==> src/rtl/serial_deser_rx.sv <==
// MSB-first serial-to-parallel receiver with a one-word valid/ready output buffer.
// Latency: word valid one cycle after its last bit edge; downstream stall drops the next completed word and sets sticky overrun.
module serial_deser_rx #(
    parameter int WIDTH = 4,
    parameter int CW    = $clog2(WIDTH)
) (
    input  logic             clk,
    input  logic             rst,
    input  logic             sin,
    input  logic             sin_en,
    input  logic             frame_sync,
    input  logic             clr,
    input  logic             dout_ready,
    output logic [WIDTH-1:0] dout,
    output logic             dout_valid,
    output logic             overrun,
    output logic             busy,
    output logic [CW-1:0]    bit_cnt
);

    typedef enum logic {IDLE, RECV} state_e;

    state_e           state_q, state_d;
    logic [WIDTH-1:0] sreg_q, sreg_d;
    logic [WIDTH-1:0] dout_q, dout_d;
    logic [CW-1:0]    cnt_q, cnt_d;
    logic             vld_q, vld_d;
    logic             ovr_q, ovr_d;

    logic             restart;
    logic             last_bit;
    logic             complete;
    logic             buf_free;
    logic [WIDTH-1:0] word;

    assign restart  = frame_sync | clr;
    assign word     = {sreg_q[WIDTH-2:0], sin};
    assign last_bit = (cnt_q == CW'(WIDTH - 1));
    assign buf_free = !vld_q || dout_ready;

    always_comb begin
        state_d  = state_q;
        cnt_d    = cnt_q;
        complete = 1'b0;
        // A strobe coinciding with a restart becomes bit 0 of the new word.
        if (restart) begin
            if (sin_en) begin
                cnt_d   = CW'(1);
                state_d = RECV;
            end else begin
                cnt_d   = '0;
                state_d = IDLE;
            end
        end else if (sin_en) begin
            case (state_q)
                IDLE: begin
                    cnt_d   = CW'(1);
                    state_d = RECV;
                end
                RECV: begin
                    if (last_bit) begin
                        complete = 1'b1;
                        cnt_d    = '0;
                        state_d  = IDLE;
                    end else begin
                        cnt_d = cnt_q + CW'(1);
                    end
                end
                default: state_d = IDLE;
            endcase
        end
    end

    always_comb begin
        sreg_d = sin_en ? word : sreg_q;
        dout_d = dout_q;
        vld_d  = vld_q;
        ovr_d  = ovr_q;
        if (complete && buf_free) begin
            dout_d = word;
            vld_d  = 1'b1;
        end else if (vld_q && dout_ready) begin
            vld_d = 1'b0;
        end
        // clr takes priority over an overrun on the same edge.
        if (clr) begin
            ovr_d = 1'b0;
        end else if (complete && !buf_free) begin
            ovr_d = 1'b1;
        end
    end

    always_ff @(posedge clk or posedge rst) begin
        if (rst) begin
            state_q <= IDLE;
            sreg_q  <= '0;
            dout_q  <= '0;
            cnt_q   <= '0;
            vld_q   <= 1'b0;
            ovr_q   <= 1'b0;
        end else begin
            state_q <= state_d;
            sreg_q  <= sreg_d;
            dout_q  <= dout_d;
            cnt_q   <= cnt_d;
            vld_q   <= vld_d;
            ovr_q   <= ovr_d;
        end
    end

    assign dout       = dout_q;
    assign dout_valid = vld_q;
    assign overrun    = ovr_q;
    assign busy       = (cnt_q != '0);
    assign bit_cnt    = cnt_q;

endmodule

==> config.mk <==
export PLATFORM = sky130hd
export DESIGN_NAME = serial_deser_rx
export DESIGN_NICKNAME = d
export VERILOG_FILES = /design/src/rtl/serial_deser_rx.sv
export SDC_FILE = /design/constraint.sdc
export NUM_CORES = 1
export LEC_CHECK = 0
export ABC_AREA = 1
export BUFFER_PORTS_ARGS = -buffer_cell sky130_fd_sc_hd__buf_4
export CAP_MARGIN = 20
export CORE_AREA = 4 4 41 43
export DETAILED_ROUTE_END_ITERATION = 6
export DIE_AREA = 0 0 45 47
export GPL_ROUTABILITY_DRIVEN = 0
export PLACE_DENSITY = 0.67
export SLEW_MARGIN = 15
export SYNTH_ARGS = -nofsm -noshare
export SYNTH_HDL_FRONTEND = slang
export SYNTH_SLANG_ARGS = --single-unit
==> constraint.sdc <==
create_clock -name clk -period 1.5 [get_ports clk]
set_clock_uncertainty 0.1 [all_clocks]
set_input_delay 0.15 -clock clk [delete_from_list [all_inputs] [get_ports clk]]
set_output_delay 0.15 -clock clk [all_outputs]
set_load 0.01 [all_outputs]
==> impl_results.md <==
* Status: complete, no violations
* Synth top area share at 53.10%
* CP Data Arrival Time at 1.07 ns
* Die width at 45 µm
* DP Area at 696.9 µm²
* Worst skew pair latency at 0.27 ns
* Diode count at 0
* PD cells at 916.0 nW/µm²
* WHS Endpoint: overrun$_DFFE_PP0P_
* Min-delay worst type: input port to flip-flop
* Worst reg2reg startpoint: bit_cnt[0]$_DFFE_PP0P_
* Core Region at 1301 µm²
* Critical R2R Capture: dout[2]$_DFFE_PP0P_
* Max IR drop VDD at 0.8000 mV
* Routed via count at 462
* Synth cell types at 17
* Total power at 689.9 µW
* Flop-to-flop setup slack at 0.19 ns
* Largest delay share family, worst path: flip-flops
* Post-route DRC violation count at 0
* Setup TNS at 0 ns
* IO Count at 16
* Period utilization at 88.25%
* DRT antenna net count at 0
* Gr usage total at 12.54%
* Pins Over Slew Limit at 0
* Kind of critical path: flip-flop to output port
* Buf/Inv on CP at 3
* Max stage delay on crit path at 0.41 ns
* Number of CTS-inserted buffers at 3
* Final HPWL DP at 827.7 µm
* Mapped cell area at 565.5 µm²
* Cells on Worst Hold Path at 4
* RSZ-0062 raised after global routing: no
* Post-synthesis instance total at 61
* DR WL/cell at 10.74 µm
* # port buffers at 15
* Hold slack at 0.03734 ns
* Final setup violation count at 0
* Worst reg2reg path depth at 6
* Final min period at 1.324 ns
* CP max stage cell: dfrtp_1
* DRT Pass-1 Iters at 3
* Share of layout cells above drive strength 1 at 31.71%
* Layout Cells excl Fill at 97
* Max-cap check violation count at 0
* Most frequent cells in the layout: nand2_1, buf_4, dfrtp_1
* Setup ws final at 0.1763 ns
* Cells after DPL at 91
* TritonCTS clock tree: done
* Height of the die at 47 µm
* Cell area after layout at 753.2 µm²
* Syn_area_per_cell at 9.271 µm²
* Critical path fanouts, max at 5
* Leakage power at 0.4151 nW
* Req. time, crit path at 1.25 ns
* Clk sinks at 12
* Final Core Density at 57.88%
* Synth warn at 0
* Die area at 2115 µm²
* FMAX at 755.5 MHz
* Initial core utilization at 43.46%
* Slew HR at 69.93%
* Final nets at 92
* Cell Rows at 13
* Clock buffer depth at 2
* Vias per cell at 4.763
* Pin count of the biggest net entering global routing at 13
* Crit-path most repeated cell: inv_1
* Clk root buf: clkbuf_4
* Yosys reg bits at 12
* CP endpoint kind: output port
* Area grow syn2layout at 33.19%
* Clk slew on worst S/H paths at 0.07 ns
* Global-route wire length before repair at 1821 µm
* Pre-CTS setup slack at 0.1972 ns
* Main area contributors after synthesis: dfrtp_1, nand2_1, inv_1
* Synthesized Nets at 70
* Synth area leader: dfrtp_1
* Min-delay src: clr
* Critical-path cell list: inv_1 > ha_1 > inv_1 > buf_4
* Hold Violations, Final at 0
* 1st-iter DRT viols at 6
* Number of post-CTS setup repair buffers at 0
* H-tree levels at 1
* Total global routing overflow at 0
* Number of global-route vias before repair at 417
* Post-synthesis sequential area ratio at 53.10%
* Antenna violations before repair at 0
* Slew @ Worst Pin at 0.4505 ns
* Startpoint types: flip-flop
* Most common cell after layout, fill and taps aside: nand2_1
* Drt total wl at 1042 µm
-- Yosys cell counts --
cell	count
a21oi_1	2
buf_4	1
dfrtp_1	12
ha_1	2
inv_1	7
inv_2	1
nand2_1	20
nand2_2	1
nand3_1	2
nand3_4	1
nand4_1	4
nor2_1	1
nor2_2	1
nor2_8	1
o21ai_0	2
o21ai_1	2
o21ai_2	1
-- state kept, by name, indices dropped and copies added, names as in the netlist --
register	count
bit_cnt	2
dout	4
dout_valid	1
overrun	1
sreg_q	3
state_q	1
-- final cells by class --
class	instances	area, µm²
timing repair buffer	18	140.1
tap	15	18.77
clock buffer	4	36.28
multi-input combinational	40	227.7
sequential	12	300.3
inverter	8	30.03
fill	126	548.0
-- where the power goes --
part	leakage [nW]	internal [mW]	switching, mW
Combinational	0.237	0.0397	0.0448
Sequential	0.157	0.341	0.0126
Clock	0.0210	0.148	0.104
Total	0.415	0.529	0.161
-- worst min-delay path, stage by stage --
cell and delay (ns):
buf_4 0.09, inv_1 0.03, nand2_1 0.06, o21ai_2 0.05
-- cell families (layout without fill, tap and decap cells) --
group	Yosys count	in the layout	share of synthesized area (%)
and+or+nand+nor	31	31	28.98
DFF	12	12	53.10
buffers and inverters	9	30	6.638
AOI/OAI and AO/OA	7	7	6.859
adders and majority gates	2	2	4.424
-- per-layer routing --
layer	vias to the layer above	share of wire [%]	wire length [µm]	global-route usage (%)
met5	-	0	0	0
met4	0	0.96	10	3.509
met3	2	6.7	70	6.897
met2	9	49	510	18.93
met1	215	43	451	15.55
li1	236	-	-	-
-- worst max-delay path by stage --
stage / startpoint / cells past startpoint / slack, ns / to
finish: bit_cnt[0]$_DFFE_PP0P_ / 4 / 0.18 / busy
global route: bit_cnt[0]$_DFFE_PP0P_ / 4 / 0.07 / busy
CTS: bit_cnt[0]$_DFFE_PP0P_ / 4 / 0.17 / busy
detailed placement: bit_cnt[0]$_DFFE_PP0P_ / 6 / 0.20 / dout[2]$_DFFE_PP0P_
global placement: bit_cnt[0]$_DFFE_PP0P_ / 6 / 0.23 / dout[3]$_DFFE_PP0P_
floorplan: bit_cnt[0]$_DFFE_PP0P_ / 6 / 0.23 / dout[0]$_DFFE_PP0P_
-- what timing repair did --
item                                   CTS  global route
endpoints found under the hold margin   13             0
hold buffers                             2             0
resized for setup                        0             0
Power figures use the tool's default switching activity.
